<file path="src/rtl/parity_pkg.sv">
// Shared constants, types and the lane parity helper for the parity stream unit.
package parity_pkg;

  localparam logic MODE_EVEN = 1'b0;
  localparam logic MODE_ODD  = 1'b1;

  // Widest lane the helper supports; narrower lanes are zero-extended into it.
  localparam int MAX_LANE_W = 64;

  localparam int DEF_DATA_W = 32;
  localparam int DEF_LANE_W = 8;
  localparam int DEF_LANES  = DEF_DATA_W / DEF_LANE_W;

  typedef struct packed {
    logic [DEF_DATA_W-1:0] data;
    logic [DEF_LANES-1:0]  par;
    logic [DEF_LANES-1:0]  err;
  } beat_rec_t;

  typedef enum logic [1:0] {
    BUF_EMPTY = 2'd0,
    BUF_ONE   = 2'd1,
    BUF_FULL  = 2'd2
  } buf_state_t;

  // Zero padding does not change the XOR, so one loop bound serves every lane width.
  function automatic logic lane_parity(input logic [MAX_LANE_W-1:0] lane, input logic mode);
    logic p;
    p = (mode == MODE_ODD) ? 1'b1 : 1'b0;
    for (int i = 0; i < MAX_LANE_W; i++) begin
      p = p ^ lane[i];
    end
    return p;
  endfunction

endpackage

</file>
<file path="src/rtl/parity_stream_gen_check_if.sv">
// Producer/consumer, control and status bundle for parity_stream_gen_check.
interface parity_stream_gen_check_if #(
  parameter int DATA_W = 32,
  parameter int LANE_W = 8,
  parameter int CNT_W  = 16
);
  localparam int LANES = DATA_W / LANE_W;

  logic              mode_odd;
  logic              chk_en;
  logic              clr_err;
  logic              in_valid;
  logic              in_ready;
  logic [DATA_W-1:0] in_data;
  logic [LANES-1:0]  in_par;
  logic              out_valid;
  logic              out_ready;
  logic [DATA_W-1:0] out_data;
  logic [LANES-1:0]  out_par;
  logic [LANES-1:0]  out_err;
  logic              err_sticky;
  logic [CNT_W-1:0]  err_count;

  modport master (
    output mode_odd, chk_en, clr_err, in_valid, in_data, in_par, out_ready,
    input  in_ready, out_valid, out_data, out_par, out_err, err_sticky, err_count
  );

  modport slave (
    input  mode_odd, chk_en, clr_err, in_valid, in_data, in_par, out_ready,
    output in_ready, out_valid, out_data, out_par, out_err, err_sticky, err_count
  );

endinterface

</file>
<file path="src/rtl/parity_skid_buf.sv">
// Generic 2-entry valid/ready buffer with a registered in_ready and no in->out combinational path.
module parity_skid_buf
  import parity_pkg::*;
#(
  parameter int PAYLOAD_W = 40
) (
  input  logic                 clk,
  input  logic                 reset,
  input  logic                 in_valid,
  output logic                 in_ready,
  input  logic [PAYLOAD_W-1:0] in_payload,
  output logic                 out_valid,
  input  logic                 out_ready,
  output logic [PAYLOAD_W-1:0] out_payload
);

  buf_state_t           state_q;
  buf_state_t           state_d;
  logic                 in_ready_q;
  logic                 wr_ptr_q;
  logic                 rd_ptr_q;
  logic [PAYLOAD_W-1:0] slot_q [2];
  logic                 push;
  logic                 pop;

  assign push        = in_valid & in_ready_q;
  assign pop         = (state_q != BUF_EMPTY) & out_ready;
  assign in_ready    = in_ready_q;
  assign out_valid   = (state_q != BUF_EMPTY);
  assign out_payload = slot_q[rd_ptr_q];

  always_comb begin
    state_d = state_q;
    case (state_q)
      BUF_EMPTY: if (push) state_d = BUF_ONE;
      BUF_ONE: begin
        if (push && !pop)      state_d = BUF_FULL;
        else if (!push && pop) state_d = BUF_EMPTY;
      end
      BUF_FULL:  if (pop) state_d = BUF_ONE;
      default:   state_d = BUF_EMPTY;
    endcase
  end

  // in_ready is computed from the next occupancy so that a full buffer never accepts.
  always_ff @(posedge clk) begin
    if (reset) begin
      state_q    <= BUF_EMPTY;
      in_ready_q <= 1'b0;
      wr_ptr_q   <= 1'b0;
      rd_ptr_q   <= 1'b0;
      slot_q[0]  <= '0;
      slot_q[1]  <= '0;
    end else begin
      state_q    <= state_d;
      in_ready_q <= (state_d != BUF_FULL);
      if (push) begin
        slot_q[wr_ptr_q] <= in_payload;
        wr_ptr_q         <= ~wr_ptr_q;
      end
      if (pop) begin
        rd_ptr_q <= ~rd_ptr_q;
      end
    end
  end

endmodule

</file>
<file path="src/rtl/parity_stream_gen_check.sv">
// Multi-lane streaming parity generator/checker with a 2-entry skid buffer
// and saturating error accounting at the input side.
module parity_stream_gen_check
  import parity_pkg::*;
#(
  parameter int DATA_W = 32,
  parameter int LANE_W = 8,
  parameter int CNT_W  = 16
) (
  input logic clk,
  input logic reset,
  parity_stream_gen_check_if.slave bus
);

  localparam int LANES     = DATA_W / LANE_W;
  localparam int PAYLOAD_W = DATA_W + 2 * LANES;

  typedef struct packed {
    logic [DATA_W-1:0] data;
    logic [LANES-1:0]  par;
    logic [LANES-1:0]  err;
  } beat_t;

  logic [LANES-1:0] par_calc;
  logic [LANES-1:0] err_calc;
  beat_t            in_beat;
  beat_t            out_beat;
  logic             accept;
  logic             errored;
  logic [CNT_W-1:0] err_count_q;
  logic [CNT_W-1:0] err_count_d;
  logic             err_sticky_q;
  logic             err_sticky_d;

  for (genvar i = 0; i < LANES; i++) begin : g_lane
    assign par_calc[i] = lane_parity(MAX_LANE_W'(bus.in_data[i*LANE_W +: LANE_W]), bus.mode_odd);
    assign err_calc[i] = bus.chk_en & (par_calc[i] ^ bus.in_par[i]);
  end

  assign in_beat.data = bus.in_data;
  assign in_beat.par  = par_calc;
  assign in_beat.err  = err_calc;

  // Parity and compare results are captured with the beat, so later mode changes leave it untouched.
  parity_skid_buf #(
    .PAYLOAD_W(PAYLOAD_W)
  ) u_skid (
    .clk        (clk),
    .reset      (reset),
    .in_valid   (bus.in_valid),
    .in_ready   (bus.in_ready),
    .in_payload (in_beat),
    .out_valid  (bus.out_valid),
    .out_ready  (bus.out_ready),
    .out_payload(out_beat)
  );

  assign bus.out_data = out_beat.data;
  assign bus.out_par  = out_beat.par;
  assign bus.out_err  = out_beat.err;

  assign accept  = bus.in_valid & bus.in_ready;
  assign errored = accept & (|err_calc);

  // A clear is applied before the increment so a coincident errored beat still counts once.
  always_comb begin
    err_count_d  = err_count_q;
    err_sticky_d = err_sticky_q;
    if (bus.clr_err) begin
      err_count_d  = '0;
      err_sticky_d = 1'b0;
    end
    if (errored) begin
      err_sticky_d = 1'b1;
      if (err_count_d != '1) begin
        err_count_d = err_count_d + CNT_W'(1);
      end
    end
  end

  always_ff @(posedge clk) begin
    if (reset) begin
      err_count_q  <= '0;
      err_sticky_q <= 1'b0;
    end else begin
      err_count_q  <= err_count_d;
      err_sticky_q <= err_sticky_d;
    end
  end

  assign bus.err_count  = err_count_q;
  assign bus.err_sticky = err_sticky_q;

endmodule

</file>
<file path="src/flat_wrapper.sv">
// flat-port wrapper written by rule: the top's interface ports become plain ports
module parity_stream_gen_check_flat import parity_pkg::*;
#(
  parameter int DATA_W = 32,
  parameter int LANE_W = 8,
  parameter int CNT_W  = 16
)
  (clk, reset, bus_mode_odd, bus_chk_en, bus_clr_err, bus_in_valid, bus_in_data, bus_in_par, bus_out_ready, bus_in_ready, bus_out_valid, bus_out_data, bus_out_par, bus_out_err, bus_err_sticky, bus_err_count);
  parity_stream_gen_check_if #(.DATA_W(DATA_W), .LANE_W(LANE_W), .CNT_W(CNT_W)) bus_i ();
  input logic clk;
  input logic reset;
  input wire logic [$bits(bus_i.mode_odd)-1:0] bus_mode_odd;
  input wire logic [$bits(bus_i.chk_en)-1:0] bus_chk_en;
  input wire logic [$bits(bus_i.clr_err)-1:0] bus_clr_err;
  input wire logic [$bits(bus_i.in_valid)-1:0] bus_in_valid;
  input wire logic [$bits(bus_i.in_data)-1:0] bus_in_data;
  input wire logic [$bits(bus_i.in_par)-1:0] bus_in_par;
  input wire logic [$bits(bus_i.out_ready)-1:0] bus_out_ready;
  output wire logic [$bits(bus_i.in_ready)-1:0] bus_in_ready;
  output wire logic [$bits(bus_i.out_valid)-1:0] bus_out_valid;
  output wire logic [$bits(bus_i.out_data)-1:0] bus_out_data;
  output wire logic [$bits(bus_i.out_par)-1:0] bus_out_par;
  output wire logic [$bits(bus_i.out_err)-1:0] bus_out_err;
  output wire logic [$bits(bus_i.err_sticky)-1:0] bus_err_sticky;
  output wire logic [$bits(bus_i.err_count)-1:0] bus_err_count;
  assign bus_i.mode_odd = bus_mode_odd;
  assign bus_i.chk_en = bus_chk_en;
  assign bus_i.clr_err = bus_clr_err;
  assign bus_i.in_valid = bus_in_valid;
  assign bus_i.in_data = bus_in_data;
  assign bus_i.in_par = bus_in_par;
  assign bus_i.out_ready = bus_out_ready;
  assign bus_in_ready = bus_i.in_ready;
  assign bus_out_valid = bus_i.out_valid;
  assign bus_out_data = bus_i.out_data;
  assign bus_out_par = bus_i.out_par;
  assign bus_out_err = bus_i.out_err;
  assign bus_err_sticky = bus_i.err_sticky;
  assign bus_err_count = bus_i.err_count;
  parity_stream_gen_check #(.DATA_W(DATA_W), .LANE_W(LANE_W), .CNT_W(CNT_W)) u_core (.clk(clk), .reset(reset), .bus(bus_i));
endmodule
</file>
<file path="config.mk">
export PLATFORM = sky130hd
export DESIGN_NAME = parity_stream_gen_check_flat
export DESIGN_NICKNAME = d
export VERILOG_FILES = /design/src/rtl/parity_pkg.sv /design/src/rtl/parity_stream_gen_check_if.sv /design/src/rtl/parity_skid_buf.sv /design/src/rtl/parity_stream_gen_check.sv /design/src/flat_wrapper.sv
export SDC_FILE = /design/constraint.sdc
export NUM_CORES = 1
export LEC_CHECK = 0
export CAP_MARGIN = 25
export CORE_ASPECT_RATIO = 1.25
export CORE_MARGIN = 8
export CORE_UTILIZATION = 47
export DETAILED_ROUTE_END_ITERATION = 8
export PLACE_DENSITY_LB_ADDON = 0.15
export SLEW_MARGIN = 20
export SYNTH_ARGS = -nofsm -noshare
export SYNTH_HDL_FRONTEND = slang
export SYNTH_SLANG_ARGS = --single-unit
</file>
<file path="constraint.sdc">
create_clock -name clk -period 2.85 [get_ports clk]
set_input_delay 0.4275 -clock clk [delete_from_list [all_inputs] [get_ports clk]]
set_output_delay 0.4275 -clock clk [all_outputs]
set_load 0.005 [all_outputs]
</file>
# Word-level counts from Yosys, hierarchy flattened

Memories as Yosys holds them, arrays and structs flattened. A register that Yosys moved wholly into a read port is not among the register bits.
Cells that the tools add are included.

Flip-flop bits (word level): 22
Memory bits (writable): 80
Input bits: 43
Output and inout port bits: 59
Word-level logic and storage cells: 87
Memories kept: 1

Add/subtract/negate cells: 1
Equal/unequal tests: 4
Muxes and demuxes: 21
Bitwise operators: 45
Reduce and logical (&&, ||, !) cells: 9

Memories:

| memory               | depth | width | rd ports | clocked after memory_dff | write ports | line                  | source |
|---|---|---|---|---|---|---|---|
| u_core.u_skid.slot_q | 2     | 40    | 1        | 1                        | 2           | parity_skid_buf.sv:22 | `logic [PAYLOAD_W-1:0] slot_q [2];` |

Operators by type and width:

| operator              | number |
|---|---|
| $mux 16               | 3 |
| $mux 40               | 1 |
| $reduce_or 40->1      | 1 |
| $xor 1x1->1           | 36 |
| $add 16x1->16 const B | 1 |
| $ne 16x16->1 const B  | 1 |
| $mux 1                | 12 |
| $mux 2                | 4 |
| $and 1x1->1           | 7 |
| $pmux 2 s3            | 1 |
| $reduce_bool 2->1     | 2 |
| $reduce_or 4->1       | 1 |
| $eq 2x1->1 const B    | 1 |
| $eq 2x2->1 const B    | 1 |
| $logic_and 1x1->1     | 2 |
| $logic_not 1->1       | 2 |
| $logic_not 2->1       | 1 |
| $ne 2x2->1 const B    | 1 |
| $not 1->1             | 2 |

# Logic depth before layout (Yosys ltp)

Gate-level depths: netlist of the first run.

Depth after elaboration: 14
Mapped depth: 11
Depth with buffers taken out: 10

# Modules after synthesis

A second synthesis of the first run with hierarchy kept.

Cells, all modules: 410
Area total of the unflattened synthesis: 5270.1 um2

Modules (own cells, without submodules):

| module                  | times used | cells each | area an instance (um2) | seq. area each (um2) |
|---|---|---|---|---|
| parity_skid_buf         | 1          | 252        | 3798.6                 | 2522.4 |
| parity_stream_gen_check | 1          | 158        | 1471.4                 | 340.3 |

# Worst setup path after synthesis of the first run

No wires, ideal clock.

Path type: flip-flop to flip-flop
Start: reg u_core.u_skid.wr_ptr_q
End: mem u_core.u_skid.slot_q[0][0] (enable)
Library setup time: 0.446 ns
Arrival time: 2.542 ns
Required time: 2.404 ns
Setup slack: -0.138 ns
Cell stages (with the launch flop): 4
Path buffers: 2
Clock period less this slack: 2.988 ns
Path through: dfxtp_1 clkbuf_1 clkbuf_1 o21bai_1

RTL lines:

| element                | line                  | source |
|---|---|---|
| start, declared        | parity_skid_buf.sv:20 | `logic wr_ptr_q;` |
| start signal, assigned | parity_skid_buf.sv:59 | `wr_ptr_q <= ~wr_ptr_q;` |
| end, declared          | parity_skid_buf.sv:22 |  |

# Final worst setup path of the first run

Start: in bus_mode_odd
End: reg u_core.err_count_q[15] (netlist: u_core.bus.err_count[15])

Word-level cells in the longest chain between the ends: 14
Elaborated cells between the ends (all ways): 44
Those cells by class: mux: 2; bitwise: 41; reduce/logical: 1

RTL lines:

| element                  | line                          | source |
|---|---|---|
| start, declared          | flat_wrapper.sv:12            | `input wire logic [$bits(bus_i.mode_odd)-1:0] bus_mode_odd;` |
| $mux 1 *                 | parity_pkg.sv:29              | `p = (mode == MODE_ODD) ? 1'b1 : 1'b0;` |
| $xor 1x1->1 (8 in a row) | parity_pkg.sv:31              | `p = p ^ lane[i];` |
| $xor 1x1->1              | parity_stream_gen_check.sv:37 | `assign err_calc[i] = bus.chk_en & (par_calc[i] ^ bus.in_par[i]);` |
| $and 1x1->1              | parity_stream_gen_check.sv:37 |  |
| $reduce_or 4->1 *        | parity_stream_gen_check.sv:63 | `assign errored = accept & (\|err_calc);` |
| $and 1x1->1 *            | parity_stream_gen_check.sv:63 |  |
| $mux 16 *                | parity_stream_gen_check.sv:73 | `if (errored) begin` |
| end signal, assigned     | parity_stream_gen_check.sv:86 | `err_count_q <= err_count_d;` |
| end, declared            | parity_stream_gen_check.sv:30 | `logic [CNT_W-1:0] err_count_q;` |

Every way passes the cells marked *; elsewhere a longest branch is shown, timed or not.
A chain may end at the register's enable or synchronous reset.

==> impl_metrics.json, run 1 <==
{
  "synth_warnings": 0,
  "skew_ns": 0.00675,
  "rsz0062_at_grt": "no",
  "synth_flop_cell": "edfxtp_1",
  "clkTransAtPathRegs_ns": 0.07,
  "critPathRequiredTime_ns": 3.08,
  "cts_buffer_depth": 2,
  "ys_seq_area_frac": 0.566,
  "critPathArrivalTime_ns": 2.93,
  "diodes": 0,
  "min_to": "u_core.u_skid.rd_ptr_q",
  "cp_slowest_stage_delay_ns": 0.57,
  "status": "complete, no violations",
  "fmax_mhz": 370,
  "place_hpwl_um": 8550,
  "r2r-end": "u_core.bus.err_count[8]",
  "end_kind": "flip-flop",
  "drtIter0Drc": 150,
  "final_util": 0.640,
  "htreeDepth": 3,
  "synth_cell_types": 47,
  "place_congestion": 0.837,
  "fill_cells": 857,
  "tightest_slew_ns": 0.439,
  "cp_max_fo": 15,
  "viasPerCell": 5.48,
  "grt_pass1_wl_um": 19600,
  "ir_worst_vdd_v": 0.000390,
  "ant_nets": 0,
  "fp.dieW_um": 109,
  "synth_cells": 409,
  "synth_edf_count": 80,
  "die_h_um": 132,
  "p_leak_nw": 2.63,
  "track_usage": 0.172,
  "grt_max_degree": 41,
  "critPathKind": "in -> reg",
  "hold_viol": 0,
  "post_drt_wl_per_cell_um": 18.3,
  "hold_depth": 2,
  "synth_area_leaders": "edfxtp_1, mux2_2, dfxtp_1",
  "finalSetupViolations": 0,
  "drt_wl_total_um": 12200,
  "io_pins": 102,
  "core_area_um2": 10600,
  "path_cells": "clkdlybuf4s50_1 -> xnor3_2 -> xor2_2 -> xnor2_1 -> a41o_2 -> nor4_1 -> mux2_2",
  "path_buf_inv": 1,
  "synth_nets": 453,
  "num_rows": 42,
  "grt_pass1_vias": 3973,
  "area_growth_syn_to_layout_pct": 33.6,
  "post_cts_buffers": 0,
  "slew_headroom": 0.707,
  "start_util": 0.479,
  "synth_top_area_frac": 0.475,
  "yosys.area.top_type": "edfxtp_1",
  "grt_overflow": 0,
  "vias": 3669,
  "p_total_mw": 3.61,
  "die-area_um2": 14400,
  "crit_slowest_cell": "clkdlybuf4s50_1",
  "drive_gt1_frac": 0.199,
  "cpLargestDelayFamily": "XOR/XNOR gates",
  "synth-seq-cells": 103,
  "antenna_found_initial": 1,
  "min_period_over_period": 0.947,
  "r2r_slack_ns": 0.65,
  "reg2reg_from": "u_core.bus.err_count[0]",
  "synth_most_common_cell": "edfxtp_1",
  "numCtsBuffers": 9,
  "netlist_area_um2": 5060,
  "port_buffers": 101,
  "hold_ws_ns": 0.511,
  "maxSlewViolCount": 0,
  "setup_ws_ns": 0.150,
  "p_per_area_nw_per_um2": 534,
  "hp-start": "u_core.u_skid.rd_ptr_q",
  "dr.pass1.iters": 5,
  "cts.sinks": 103,
  "cp-start-kind": "input pin",
  "finalCriticalPeriod_ns": 2.70,
  "dp_slack_ns": -0.246,
  "insertion_delay_ns": 0.34,
  "drc": 0,
  "avgSynthCellArea_um2": 12.4,
  "min_path_type": "reg -> reg",
  "final_net_count": 578,
  "maxCapViolations": 0,
  "synth_common_cells": "edfxtp_1, mux2_2, and2_1, and3_1, nor2_1",
  "cts_tree": "built",
  "reg2reg_depth": 7,
  "root_buffer": "clkbuf_16",
  "async_flop_share": 0
}
metal layers:
metal  GRT usage  vias up  wire length, um
met4      0.0671        2              278
met2       0.303      126             6280
met5           0        -               13
met1       0.190     1763             4830
met3      0.0445       25              835
li1            -     1753                -
flip-flops by register name, indices dropped and copies added (netlist names), named ones only:
register                flops
u_core.bus.err_count       16
u_core.bus.err_sticky       1
u_core.u_skid.rd_ptr_q      1
u_core.u_skid.in_ready      1
u_core.u_skid.slot_q       80
u_core.u_skid.state_q       2
u_core.u_skid.wr_ptr_q      1
how the worst max path moves through the flow:
stage	start	endpoint	slack (ns)	cells past startpoint
floorplan	bus_clr_err	u_core.bus.err_count[8]	0.30	11
global placement	bus_mode_odd	u_core.bus.err_count[15]	-0.14	7
detailed placement	bus_mode_odd	u_core.bus.err_count[15]	-0.25	7
CTS	bus_mode_odd	u_core.bus.err_count[15]	0.10	7
global route	bus_mode_odd	u_core.bus.err_count[15]	0.04	7
finish	bus_mode_odd	u_core.bus.err_count[15]	0.15	7
report_power, final:
group          total (mW)  leakage [nW]  switching [mW]  internal [mW]
Sequential           1.72          1.02          0.0258           1.70
Combinational       0.694          1.47           0.304          0.390
Clock                1.20         0.133           0.523          0.672
Total                3.61          2.63           0.853           2.76
cells by family (layout without fill, tap and decap cells):
| family | Yosys count | count (layout) | synth area share |
|---|---|---|---|
| compound gates | 37 | 37 | 0.0507 |
| xor+xnor | 34 | 34 | 0.0828 |
| fa+ha+maj | 1 | 1 | 0.00247 |
| buf+inv | 27 | 156 | 0.0218 |
| flops | 103 | 103 | 0.566 |
| mux | 44 | 44 | 0.0977 |
| simple gates | 163 | 163 | 0.179 |
worst min-delay path: cells and delay by family, from the launching register on:
| kind | cells | cell delay (ns) |
|---|---|---|
| flip-flops | 1 | 0.32 |
| XOR/XNOR | 1 | 0.08 |
| AND/OR/NAND/NOR | 1 | 0.07 |
metrics by stage:
step | cell area [um^2] | TNS, ns | std cells
6_report | 6760 | 0 | 670
2_1_floorplan | 5060 | 0 | 409
4_1_cts | 6760 | 0 | 670
3_5_place_dp | 6470 | -1.28 | 655
3_3_place_gp | 6470 | -0.598 | 655
5_1_grt | 6760 | 0 | 670
final cells by class:
type | count | area [um^2] | area share
clock buffer | 9 | 225 | 0.0333
clock inverter | 6 | 62.6 | 0.00925
inverter | 4 | 15.0 | 0.00222
multi-input combinational | 279 | 2110 | 0.312
sequential | 103 | 2860 | 0.424
tap | 132 | 165 | 0.0244
timing repair buffer | 137 | 1320 | 0.195
layout by cell type, fill, tap and decap left out, types with 2 or more instances in the layout:
cell / netlist / final
nor2b_1: 8 / 8
nand4b_1: 2 / 2
or3_1: 5 / 5
xnor3_1: 5 / 5
clkinvlp_4: 0 / 3
clkbuf_16: 0 / 9
o31ai_1: 4 / 4
clkdlybuf4s50_1: 0 / 101
nand2b_1: 6 / 5
and3_1: 33 / 33
edfxtp_1: 80 / 80
clkinv_2: 0 / 2
o21ai_0: 3 / 3
dfxtp_1: 23 / 22
buf_12: 0 / 3
a31o_2: 2 / 2
inv_1: 3 / 3
a41o_1: 3 / 2
nor2_1: 29 / 28
a21boi_1: 2 / 2
nor3b_1: 2 / 2
mux2_2: 43 / 43
or4_1: 4 / 4
xor2_1: 8 / 8
a311oi_1: 2 / 2
nor4_1: 4 / 4
buf_4: 0 / 33
nand4_1: 4 / 4
and2_1: 34 / 34
nand2_1: 16 / 16
a21oi_1: 13 / 13
xnor3_2: 3 / 3
nor3_1: 5 / 4
nand3_1: 9 / 9
xnor2_1: 17 / 17
repair_timing:
action | CTS | global route
resized for setup | 0 | 1
setup endpoints to repair | 0 | 1
hold buffers | 0 | 0
Note: power is estimated with default switching activity, not from simulation.
==> run 2: changes to the inputs <==
CAP_MARGIN = 10   (was 25)
==> results of run 2 <==
No change in the layout: final DEF, timing and power equal those of run 1.
